[src/rtl/demux_pkg.sv]
// Shared constants and slot state type for the stream demultiplexer.
// Optional per-port transfer counters are enabled with DEMUX_STATS_EN.
package demux_pkg;
  localparam int MAX_PORTS = 16;
  localparam int CNT_W     = 16;

  typedef enum logic {
    EMPTY = 1'b0,
    FULL  = 1'b1
  } slot_state_t;
endpackage

[src/rtl/demux_slot.sv]
// One-entry holding slot with valid/ready on the read side.
// A drain and a refill in the same cycle keep the slot full with no bubble.
module demux_slot
  import demux_pkg::*;
#(
  parameter int WIDTH = 32
) (
  input  logic             clk,
  input  logic             rst_n,
  input  logic             wr_en,
  input  logic [WIDTH-1:0] wr_data,
  output logic             wr_ready,
  output logic             valid,
  input  logic             ready,
  output logic [WIDTH-1:0] data
);

  slot_state_t      state_reg;
  logic [WIDTH-1:0] data_reg;

  always_ff @(posedge clk) begin
    if (!rst_n) begin
      state_reg <= EMPTY;
      data_reg  <= '0;
    end else if (wr_en) begin
      state_reg <= FULL;
      data_reg  <= wr_data;
    end else if (state_reg == FULL && ready) begin
      state_reg <= EMPTY;
    end
  end

  assign valid    = (state_reg == FULL);
  assign data     = data_reg;
  assign wr_ready = (state_reg == EMPTY) || ready;

endmodule

[src/rtl/stream_demux.sv]
// Steers one valid/ready stream to NUM_PORTS one-entry output slots by in_sel.
// Define DEMUX_STATS_EN to add the per-port xfer_cnt delivered-word counters.
module stream_demux
  import demux_pkg::*;
#(
  parameter int NUM_PORTS = 4,
  parameter int WIDTH     = 32,
  localparam int SEL_W    = $clog2(NUM_PORTS)
) (
  input  logic                                clk,
  input  logic                                rst_n,
  input  logic                                in_valid,
  output logic                                in_ready,
  input  logic [SEL_W-1:0]                    in_sel,
  input  logic [WIDTH-1:0]                    in_data,
  output logic [NUM_PORTS-1:0]                out_valid,
  input  logic [NUM_PORTS-1:0]                out_ready,
  output logic [NUM_PORTS-1:0][WIDTH-1:0]     out_data,
  output logic                                sel_err
`ifdef DEMUX_STATS_EN
  ,
  output logic [NUM_PORTS-1:0][CNT_W-1:0]     xfer_cnt
`endif
);

  localparam int SEL_SPAN = 2 ** SEL_W;

  logic [NUM_PORTS-1:0] slot_ready;
  logic [NUM_PORTS-1:0] wr_en;
  logic [SEL_SPAN-1:0]  ready_pad;
  logic                 sel_legal;
  logic                 sel_err_reg;

  assign sel_legal = ({1'b0, in_sel} < (SEL_W + 1)'(NUM_PORTS));

  // Unused select codes read as not-ready; they are masked by sel_legal anyway.
  genvar gi;
  generate
    for (gi = 0; gi < SEL_SPAN; gi++) begin : gen_pad
      if (gi < NUM_PORTS) begin : gen_live
        assign ready_pad[gi] = slot_ready[gi];
      end else begin : gen_dead
        assign ready_pad[gi] = 1'b0;
      end
    end
  endgenerate

  assign in_ready = !rst_n || !sel_legal || ready_pad[in_sel];

  generate
    for (gi = 0; gi < NUM_PORTS; gi++) begin : gen_port
      assign wr_en[gi] = in_valid && rst_n && (in_sel == SEL_W'(gi)) && slot_ready[gi];

      demux_slot #(.WIDTH(WIDTH)) u_slot (
        .clk      (clk),
        .rst_n    (rst_n),
        .wr_en    (wr_en[gi]),
        .wr_data  (in_data),
        .wr_ready (slot_ready[gi]),
        .valid    (out_valid[gi]),
        .ready    (out_ready[gi]),
        .data     (out_data[gi])
      );

`ifdef DEMUX_STATS_EN
      logic [CNT_W-1:0] cnt_reg;

      always_ff @(posedge clk) begin
        if (!rst_n) begin
          cnt_reg <= '0;
        end else if (out_valid[gi] && out_ready[gi]) begin
          cnt_reg <= cnt_reg + 1'b1;
        end
      end

      assign xfer_cnt[gi] = cnt_reg;
`endif
    end
  endgenerate

  // Out-of-range words are always accepted, so a valid illegal select is a drop.
  always_ff @(posedge clk) begin
    if (!rst_n) begin
      sel_err_reg <= 1'b0;
    end else begin
      sel_err_reg <= in_valid && !sel_legal;
    end
  end

  assign sel_err = sel_err_reg;

endmodule

[config.mk]
export PLATFORM = sky130hd
export DESIGN_NAME = stream_demux
export DESIGN_NICKNAME = d
export VERILOG_FILES = /design/src/rtl/demux_pkg.sv /design/src/rtl/demux_slot.sv /design/src/rtl/stream_demux.sv
export SDC_FILE = /design/constraint.sdc
export NUM_CORES = 1
export LEC_CHECK = 0
export BUFFER_PORTS_ARGS = -buffer_cell sky130_fd_sc_hd__buf_2
export CAP_MARGIN = 20
export CORE_MARGIN = 5
export CORE_UTILIZATION = 45
export DETAILED_ROUTE_END_ITERATION = 8
export PLACE_DENSITY = 0.77
export SLEW_MARGIN = 20
export SYNTH_ARGS = -nofsm -noshare
export SYNTH_HDL_FRONTEND = slang
export SYNTH_SLANG_ARGS = --single-unit
[constraint.sdc]
create_clock -name clk -period 1.75 [get_ports clk]
set_input_delay 0.4375 -clock clk [delete_from_list [all_inputs] [get_ports clk]]
set_output_delay 0.4375 -clock clk [all_outputs]
set_load 0.005 [all_outputs]
==> impl_metrics.toml, run 1 <==
[outcome]
status = "finished, violations left"
violations = "setup timing"

[detailed_routing]
vias_per_cell = 4.896
wl_per_cell_um = 15.58
ant_nets = 0
detail_route.iter0.violations = 155
drt_pre_antenna_iters = 4
vias = 3941
routed_wl_mm = 12.54
drcViolationCount = 0

[yosys]
synthMuxAreaShare = 0.2590
synthArstFlopShare = 0
synth_ff_type = "dfxtp_1"
avgSynthCellArea_um2 = 10.16
synth_compound_area_frac = 0.008852
synth_seq_cells = 132
synth-simple-area-share = 0.1485
synth_xor_area_frac = 0
synth_fa_ha_area_frac = 0
synth_top_family_by_area = "multiplexers"
synth-edff-count = 0
yosysUniqueCellTypes = 24
syn_nets = 528
synth_top_cell_by_area = "dfxtp_1"
ys_warn_count = 0
synthDominantCellAreaShare = 0.5341
ys_top_cells_by_area = "dfxtp_1, mux2i_1, nand2_1"
syn_inst = 487
ys_seq_area_frac = 0.5341
synth_area_um2 = 4947

[cts]
root_buffer = "clkbuf_8"
path_clk_slew_ns = 0.06
cts_buffer_depth = 2
clock_insertion_delay_worst_skew_ns = 0.50
cts.sinks = 132
cts_tree = "built"
hold_buffers = 0
cts_max_level = 4
cts_buffers = 17

[critical_path]
cpPeakStageDelay_ns = 0.32
cp_max_fo = 2
path_class = "reg2out"
cp.required_ns = 1.31
crit_family = "compound AO/OA/AOI/OAI gates"
critPathCaptureType = "output port"
arrival_ns = 1.41
crit_path_cell_trace = "nand2b_1, o211ai_1, o2111ai_1, buf_2"
crit_buf_inv = 1
start_kind = "register"
critical_path.slowest_cell = "dfxtp_2"
rr_startpoint = "gen_port[2].u_slot.valid$_SDFFE_PN0P_"
crit_start = "gen_port[2].u_slot.valid$_SDFFE_PN0P_"

[global_route]
antenna_found_initial = 0
first_global_vias = 3997
grt_pass1_wl_mm = 19.58
grt_overflow = 0
grt_usage = 0.1875
grt_max_degree = 73

[placement]
io_buffers = 173
hpwlAfterDp_mm = 8.779
routabilityCongestion = 0.7799
placed_cell_area_um2 = 5934

[die]
dieArea_um2 = 13190
dieWidth_um = 114.9
die_y_um = 114.9
design.core.area_um2 = 10790
num_rows = 38
ioPinCount = 175
start_util = 0.4584

[finish]
largest_reg_flops = 128
mostFrequentLayoutCell = "buf_2"
final_area_um2 = 6574
area.sequential_um2 = 2644
nFillCells = 887
drive_above_1_share = 0.3323
area_growth_pct = 32.88
nNetsFinal = 693
antenna_cells = 0
layout_common_cells = "buf_2, nand2_1, dfxtp_1"
final_util = 0.6091
multiInputGateArea_um2 = 2092

[sta]
finClkSkew_ns = 0.006825
grt_setup_unrepaired = "yes"
slew_viol_final = 0
period_needed_ns = 1.843
setup_ws_ns = -0.09288
finalHoldViolCount = 0
fmax_mhz = 542.6
setup_viol = 1
layout_worst_path_cycle_share = 1.053

[power_and_ir_drop]
leakage_nw = 3.137
total_power_w = 0.007286
power_density_nw_per_um2 = 1108
peakVddDrop_v = 0.0006671

[flow_run]
cap_violations = 0

[min_path]
hold_path.startpoint = "out_ready[3]"
hp-class = "in2reg"
layer usage:
metal | up-vias | wire length, um | track usage
met5 | - | 0 | 0
met4 | 0 | 231 | 0.08451
met3 | 16 | 858 | 0.05421
met2 | 120 | 6271 | 0.3175
met1 | 1879 | 5183 | 0.2199
li1 | 1926 | - | -
Yosys cell counts (2+ instances only):
library cell	n
dfxtp_1	132
buf_1	2
buf_6	6
a21boi_0	3
nand2b_1	4
buf_2	10
clkbuf_1	14
nand3b_1	2
mux2i_1	128
nand2_1	165
buf_4	8
cells by family after synthesis:
kind of cell	Yosys count
other cells	1
compound gates	6
simple gates	179
mux	128
buf+inv	41
flops	132
metrics by stage:
step                setup slack [ns]  setup TNS, ns  instances  hold WS, ns
global route                 -0.1711        -0.1711        805       0.2369
finish                      -0.09288       -0.09288        805       0.2478
CTS                          -0.1200        -0.1200        805       0.2185
detailed placement           0.05969              0        772       0.4430
floorplan                    0.03472              0        487       0.4511
global placement              0.1424              0        772       0.4389
path summary, 6_finish.rpt:
check	slack (ns)	depth (start not counted)	end
worst max-delay path	-0.09	4	in_ready
worst min-delay path	0.25	3	gen_port[3].u_slot.valid$_SDFFE_PN0P_
worst max register to register	0.33	5	gen_port[2].u_slot.data[7]$_SDFFE_PN0P_
worst min register to register	0.45	2	gen_port[2].u_slot.data[25]$_SDFFE_PN0P_
what timing repair did:
| item | CTS | global route |
|---|---|---|
| endpoints found under the setup margin | 1 | 1 |
| buffers inserted | 1 | 0 |
| gates resized for setup | 1 | 0 |
| pin swaps | 2 | 2 |
cell type report:
cell class	count	area share
timing repair buffer	186	0.1565
clock buffer	22	0.06890
clock inverter	10	0.02703
inverter	1	0.0005710
tap	140	0.02665
multi-input combinational	314	0.3182
sequential	132	0.4022
where the power goes:
| part | internal, W | switching [W] | leakage [nW] |
|---|---|---|---|
| Clock | 0.00252 | 0.00123 | 0.309 |
| Combinational | 0.000180 | 0.000236 | 1.76 |
| Sequential | 0.00308 | 0.0000366 | 1.07 |
| Total | 0.00578 | 0.00151 | 3.14 |
worst register-to-register path: stages (launching register included):
cell,delay (ns)
dfxtp_2,0.32
nand2b_1,0.09
buf_4,0.12
nor4b_4,0.20
buf_4,0.36
mux2i_1,0.25
Power figures use the tool's default switching activity.
==> inputs of run 2 (changes only) <==
--- a/config.mk
+++ b/config.mk
@@ -5,12 +5,13 @@
 export SDC_FILE = /design/constraint.sdc
 export NUM_CORES = 1
 export LEC_CHECK = 0
+export ABC_CLOCK_PERIOD_IN_PS = 1750
 export BUFFER_PORTS_ARGS = -buffer_cell sky130_fd_sc_hd__buf_2
 export CAP_MARGIN = 20
 export CORE_MARGIN = 5
-export CORE_UTILIZATION = 45
+export CORE_UTILIZATION = 40
 export DETAILED_ROUTE_END_ITERATION = 8
-export PLACE_DENSITY = 0.77
+export PLACE_DENSITY = 0.7
 export SLEW_MARGIN = 20
 export SYNTH_ARGS = -nofsm -noshare
 export SYNTH_HDL_FRONTEND = slang
==> run 2 against run 1 <==
Compared with the run above: the flow now finishes without violations; clock power barely moved; clock skew rose by 0.0019 ns; utilization fell by 6.3 points; count of clock-buffer cells in the layout fell by 1; combinational power fell by 2%; critical path depth did not move; non-clock buffer count rose by 1; critical path type unchanged.
==> impl_metrics.toml, run 2 (synthesis gave the netlist of run 1 again) <==
[outcome]
status = "finished, final reports clean"

[critical_path]
reg2reg_depth = 6
critical_path.slowest_cell = "dfxtp_2"
critPathCaptureType = "output port"
arrival_ns = 1.27
cpPeakStageDelay_ns = 0.32
cp_max_fo = 2
cp.required_ns = 1.31
crit_path_cell_trace = "nand2b_1, o211ai_1, o2111ai_1, buf_2"
crit_buf_inv = 1
crit_cells = 4
start_kind = "register"
path_class = "reg2out"
crit_family = "flip-flops"

[finish]
mostFrequentLayoutCell = "buf_2"
area_growth_pct = 33.08
fin_cells = 832
final_util = 0.5459
nFillCells = 1092
layout_common_cells = "buf_2, nand2_1, dfxtp_1"
drive_above_1_share = 0.3343
antenna_cells = 0
nNetsFinal = 694
largest_reg_flops = 128

[power_and_ir_drop]
leakage_nw = 3.122
power_density_nw_per_um2 = 1103
total_power_w = 0.007259
peakVddDrop_v = 0.0005273

[global_route]
grt_max_degree = 85
grt_usage = 0.1706
grt_pass1_wl_mm = 20.00
grt_overflow = 0
first_global_vias = 3983
antenna_found_initial = 0

[die]
start_util = 0.4102
die_y_um = 121.2
dieWidth_um = 121.2
ioPinCount = 175
num_rows = 40
design.core.area_um2 = 12060
dieArea_um2 = 14690

[sta]
grt_setup_unrepaired = "yes"
setup_ws_ns = 0.04723
finClkSkew_ns = 0.008720
finalHoldViolCount = 0
fmax_mhz = 587.3
final.setup.tns_ns = 0
slew_viol_final = 0
layout_worst_path_cycle_share = 0.9730
setup_viol = 0
period_needed_ns = 1.703

[placement]
hpwlAfterDp_mm = 8.920
dp.cells = 800
place_ws_ns = 0.05161
routabilityCongestion = 0.7434
io_buffers = 173

[cts]
cts_tree = "built"
cts_buffers = 17
root_buffer = "clkbuf_16"
cts_buffer_depth = 2
cts.sinks = 132
clock_insertion_delay_worst_skew_ns = 0.40
path_clk_slew_ns = 0.06
cts_max_level = 4

[detailed_routing]
drt_pre_antenna_iters = 4
drcViolationCount = 0
wl_per_cell_um = 14.85
routed_wl_mm = 12.35
detail_route.iter0.violations = 150
vias = 3895
vias_per_cell = 4.681
ant_nets = 0

[flow_run]
cap_violations = 0

[min_path]
hold_path_depth = 3
hp-class = "in2reg"
## run 2: cell count changes in the layout (fill, tap and decap cells not counted), sizes merged
cell,before,now
buf,186,187
bufinv,5,4
clkbuf,22,21
clkinv,4,2
clkinvlp,1,3
## run 2: final cells by class
| class | instances | area [um2] | area share |
|---|---|---|---|
| Clock inverter | 9 | 152.6 | 0.02319 |
| Tap cell | 168 | 210.2 | 0.03193 |
| Sequential cell | 132 | 2644 | 0.4016 |
| Timing Repair Buffer | 187 | 1011 | 0.1536 |
| Clock buffer | 21 | 470.5 | 0.07146 |
| Multi-Input combinational cell | 314 | 2092 | 0.3178 |
| Inverter | 1 | 3.754 | 0.0005701 |
## run 2: routing by layer
metal	vias up	global-route usage	wire (um)
met2	108	0.2991	6214
li1	1923	-	-
met1	1849	0.2001	5285
met3	15	0.04569	657
met4	0	0.06092	195
met5	-	0	0
## run 2: power breakdown
group	internal [W]	switching, W
logic	0.000176	0.000234
registers	0.00308	0.0000360
clock network	0.00248	0.00126
total	0.00573	0.00153
## run 2: worst min-delay path, stage by stage
cell and delay [ns]:
buf_2 0.07, nand2_1 0.08, mux2i_1 0.13
## run 2: timing repair
item                                    4_1_cts  5_1_grt
hold buffers                                  0        0
buffers inserted                              0        2
resized for setup                             0        1
endpoints found under the setup margin        0        1
## run 2: stage by stage
stage	hold WS (ns)	cell area, um2
after CTS	0.3583	6568
after global placement	0.4390	5944
after global routing	0.3658	6584
after floorplan	0.4511	4947
after detailed placement	0.4433	5944
final	0.3590	6584
## run 2: worst paths after layout
check / slack [ns] / startpoint / endpoint
worst max-delay path: 0.05 / gen_port[2].u_slot.valid$_SDFFE_PN0P_ / in_ready
worst min-delay path: 0.36 / in_data[21] / gen_port[0].u_slot.data[21]$_SDFFE_PN0P_
worst max register to register: 0.23 / gen_port[2].u_slot.valid$_SDFFE_PN0P_ / gen_port[2].u_slot.data[7]$_SDFFE_PN0P_
worst min register to register: 0.45 / gen_port[2].u_slot.data[21]$_SDFFE_PN0P_ / gen_port[2].u_slot.data[21]$_SDFFE_PN0P_
==> inputs of run 3 (changes only) <==
--- a/config.mk
+++ b/config.mk
@@ -5,13 +5,14 @@
 export SDC_FILE = /design/constraint.sdc
 export NUM_CORES = 1
 export LEC_CHECK = 0
-export ABC_CLOCK_PERIOD_IN_PS = 1750
+export ABC_CLOCK_PERIOD_IN_PS = 1500
 export BUFFER_PORTS_ARGS = -buffer_cell sky130_fd_sc_hd__buf_2
 export CAP_MARGIN = 20
 export CORE_MARGIN = 5
 export CORE_UTILIZATION = 40
 export DETAILED_ROUTE_END_ITERATION = 8
-export PLACE_DENSITY = 0.7
+export GPL_TIMING_DRIVEN = 0
+export PLACE_DENSITY = 0.73
 export SLEW_MARGIN = 20
 export SYNTH_ARGS = -nofsm -noshare
 export SYNTH_HDL_FRONTEND = slang
==> constraint.sdc (replaced) <==
create_clock -name clk -period 1.5 [get_ports clk]
set_input_delay 0.375 -clock clk [delete_from_list [all_inputs] [get_ports clk]]
set_output_delay 0.375 -clock clk [all_outputs]
set_load 0.005 [all_outputs]
==> run 3 against run 2 <==
Compared with the run above: the run now ends with setup timing left; power is 8.5% higher; global-route usage grew 1.7 points; critical path depth is the same; largest cell class unchanged; clock skew rose by 0.0013 ns; critical path type unchanged; non-clock buffer count rose by 29; routed wire length grew 14%; count of clock-buffer cells in the layout decreased by 1; combinational power up 26%.
==> impl_metrics.toml, run 3 (synthesis gave the netlist of run 1 again) <==
[detailed_routing]
drt_pre_antenna_iters = 4
vias_per_cell = 4.723
wl_per_cell_um = 16.27
routed_wl_mm = 14.02
vias = 4071
ant_nets = 0
drcViolationCount = 0
detail_route.iter0.violations = 180

[global_route]
grt_usage = 0.1877
grt_pass1_wl_mm = 21.61
grt_max_degree = 17
grt_overflow = 0
antenna_found_initial = 0
first_global_vias = 4140

[critical_path]
start_kind = "register"
reg2reg_depth = 5
arrival_ns = 1.30
crit_path_cell_trace = "nand2b_1, o211ai_1, o2111ai_1, buf_2"
crit_start = "gen_port[2].u_slot.valid$_SDFFE_PN0P_"
rr_startpoint = "gen_port[3].u_slot.valid$_SDFFE_PN0P_"
critical_path.slowest_cell = "dfxtp_2"
endpoint = "in_ready"
ff2ff_setup_slack_ns = 0.12
r2r-end = "gen_port[3].u_slot.data[10]$_SDFFE_PN0P_"
cpPeakStageDelay_ns = 0.32
critPathCaptureType = "output port"
path_class = "reg2out"
cp.required_ns = 1.12
cp_max_fo = 2

[power_and_ir_drop]
power_frac_seq = 0.461
total_power_w = 0.007875
p_sw_w = 0.001883
peakVddDrop_v = 0.0005654
power_density_nw_per_um2 = 1191
p_int_w = 0.005992
pwr-share-comb = 0.065
leakage_nw = 3.136
clkPwrFrac = 0.474
swShare = 0.2391

[sta]
slew_viol_final = 0
tightest_slew_ns = 0.6024
finalHoldViolCount = 0
grt_setup_unrepaired = "yes"
maxSlewHeadroom = 0.5984
setup_ws_ns = -0.1782
period_needed_ns = 1.678
layout_worst_path_cycle_share = 1.119
finClkSkew_ns = 0.009994
fmax_mhz = 595.9
setup_viol = 1

[finish]
largest_reg_flops = 128
antenna_cells = 0
area_growth_pct = 33.61
nNetsFinal = 723
layout_common_cells = "buf_2, nand2_1, dfxtp_1"
final_area_um2 = 6610
drive_above_1_share = 0.3415
mostFrequentLayoutCell = "buf_2"

[cts]
root_buffer = "clkbuf_16"
cts_buffers = 17
cts_max_level = 4
cts_tree = "built"
clock_insertion_delay_worst_skew_ns = 0.41
cts_buffer_depth = 2
hold_buffers = 0
cts.sinks = 132
path_clk_slew_ns = 0.06

[die]
dieWidth_um = 121.2
start_util = 0.4102
dieArea_um2 = 14690
die_y_um = 121.2
design.core.area_um2 = 12060
num_rows = 40
ioPinCount = 175

[placement]
routabilityCongestion = 0.7973
io_buffers = 170
placed_cell_area_um2 = 6011
hpwlAfterDp_mm = 10.44

[outcome]
violations = "setup timing"
status = "finished, violations left"

[min_path]
hp-class = "in2reg"

[flow_run]
cap_violations = 0
run 3: cell count changes in the layout (fill, tap and decap cells not counted), sizes merged:
cell / change
clkinv: +4
bufinv: -4
buf: +16
clkbuf: +12
clkinvlp: +2
run 3: area by class of cell:
type                    count  area (um2)
plain buffers              40       247.7
clock buffers              20       456.7
clock inverters            11       82.58
fillers                  1091        5451
inverters                   1       3.754
multi-input cells         314        2069
flip-flops and latches    132        2644
well taps                 168       210.2
repair buffers            176       895.9
run 3: worst min-delay path by stage:
stage	start	endpoint	slack (ns)	cells after the start
2_1_floorplan	gen_port[1].u_slot.data[0]$_SDFFE_PN0P_	gen_port[1].u_slot.data[0]$_SDFFE_PN0P_	0.45	2
3_3_place_gp	gen_port[1].u_slot.data[6]$_SDFFE_PN0P_	gen_port[1].u_slot.data[6]$_SDFFE_PN0P_	0.44	2
3_5_place_dp	gen_port[3].u_slot.data[18]$_SDFFE_PN0P_	gen_port[3].u_slot.data[18]$_SDFFE_PN0P_	0.45	2
4_1_cts	out_ready[3]	gen_port[3].u_slot.valid$_SDFFE_PN0P_	0.28	3
5_1_grt	out_ready[3]	gen_port[3].u_slot.valid$_SDFFE_PN0P_	0.31	3
6_report	in_data[20]	gen_port[3].u_slot.data[20]$_SDFFE_PN0P_	0.29	3
run 3: worst max-delay path, delay by kind of cell, from the launching register on:
kind	cells	cell delay [ns]
flip-flops	1	0.32
AO/OA/AOI/OAI	2	0.35
AND/OR/NAND/NOR	1	0.07
buffers and inverters	1	0.16
run 3: routing by layer:
metal | GRT usage | share of wire | routed length [um] | up-vias
met3 | 0.04056 | 0.048 | 672 | 18
met4 | 0.07213 | 0.018 | 247 | 0
met5 | 0 | 0 | 0 | -
li1 | - | - | - | 1991
met2 | 0.3255 | 0.50 | 6963 | 117
met1 | 0.2270 | 0.44 | 6139 | 1945
run 3: per-stage QoR:
stage | hold WS, ns | instances | TNS, ns | worst slack [ns] | utilization
floorplan | 0.4511 | 487 | 0 | 0.02103 | -
global placement | 0.4410 | 825 | -22.89 | -0.3237 | 0.4983
detailed placement | 0.4451 | 825 | -25.35 | -0.3194 | 0.4983
CTS | 0.2792 | 857 | -0.9638 | -0.2231 | 0.5442
global route | 0.3064 | 862 | -0.2256 | -0.2256 | 0.5480
finish | 0.2949 | 862 | -0.1782 | -0.1782 | 0.5480
run 3: what timing repair did:
| item | 4_1_cts | 5_1_grt |
|---|---|---|
| setup buffers | 1 | 5 |
| endpoints found under the setup margin | 1 | 52 |
| cloned | 0 | 0 |
| pin swaps | 2 | 2 |
| resized for setup | 3 | 3 |
run 3: power by group through the flow:
stage | Clock (W) | Sequential, W | Combinational [W]
floorplan | 0 | 0.00371 | 0.000273
global placement | 0 | 0.00370 | 0.000494
detailed placement | 0 | 0.00370 | 0.000508
CTS | 0.00381 | 0.00363 | 0.000512
global route | 0.00396 | 0.00364 | 0.000562
finish | 0.00373 | 0.00363 | 0.000515
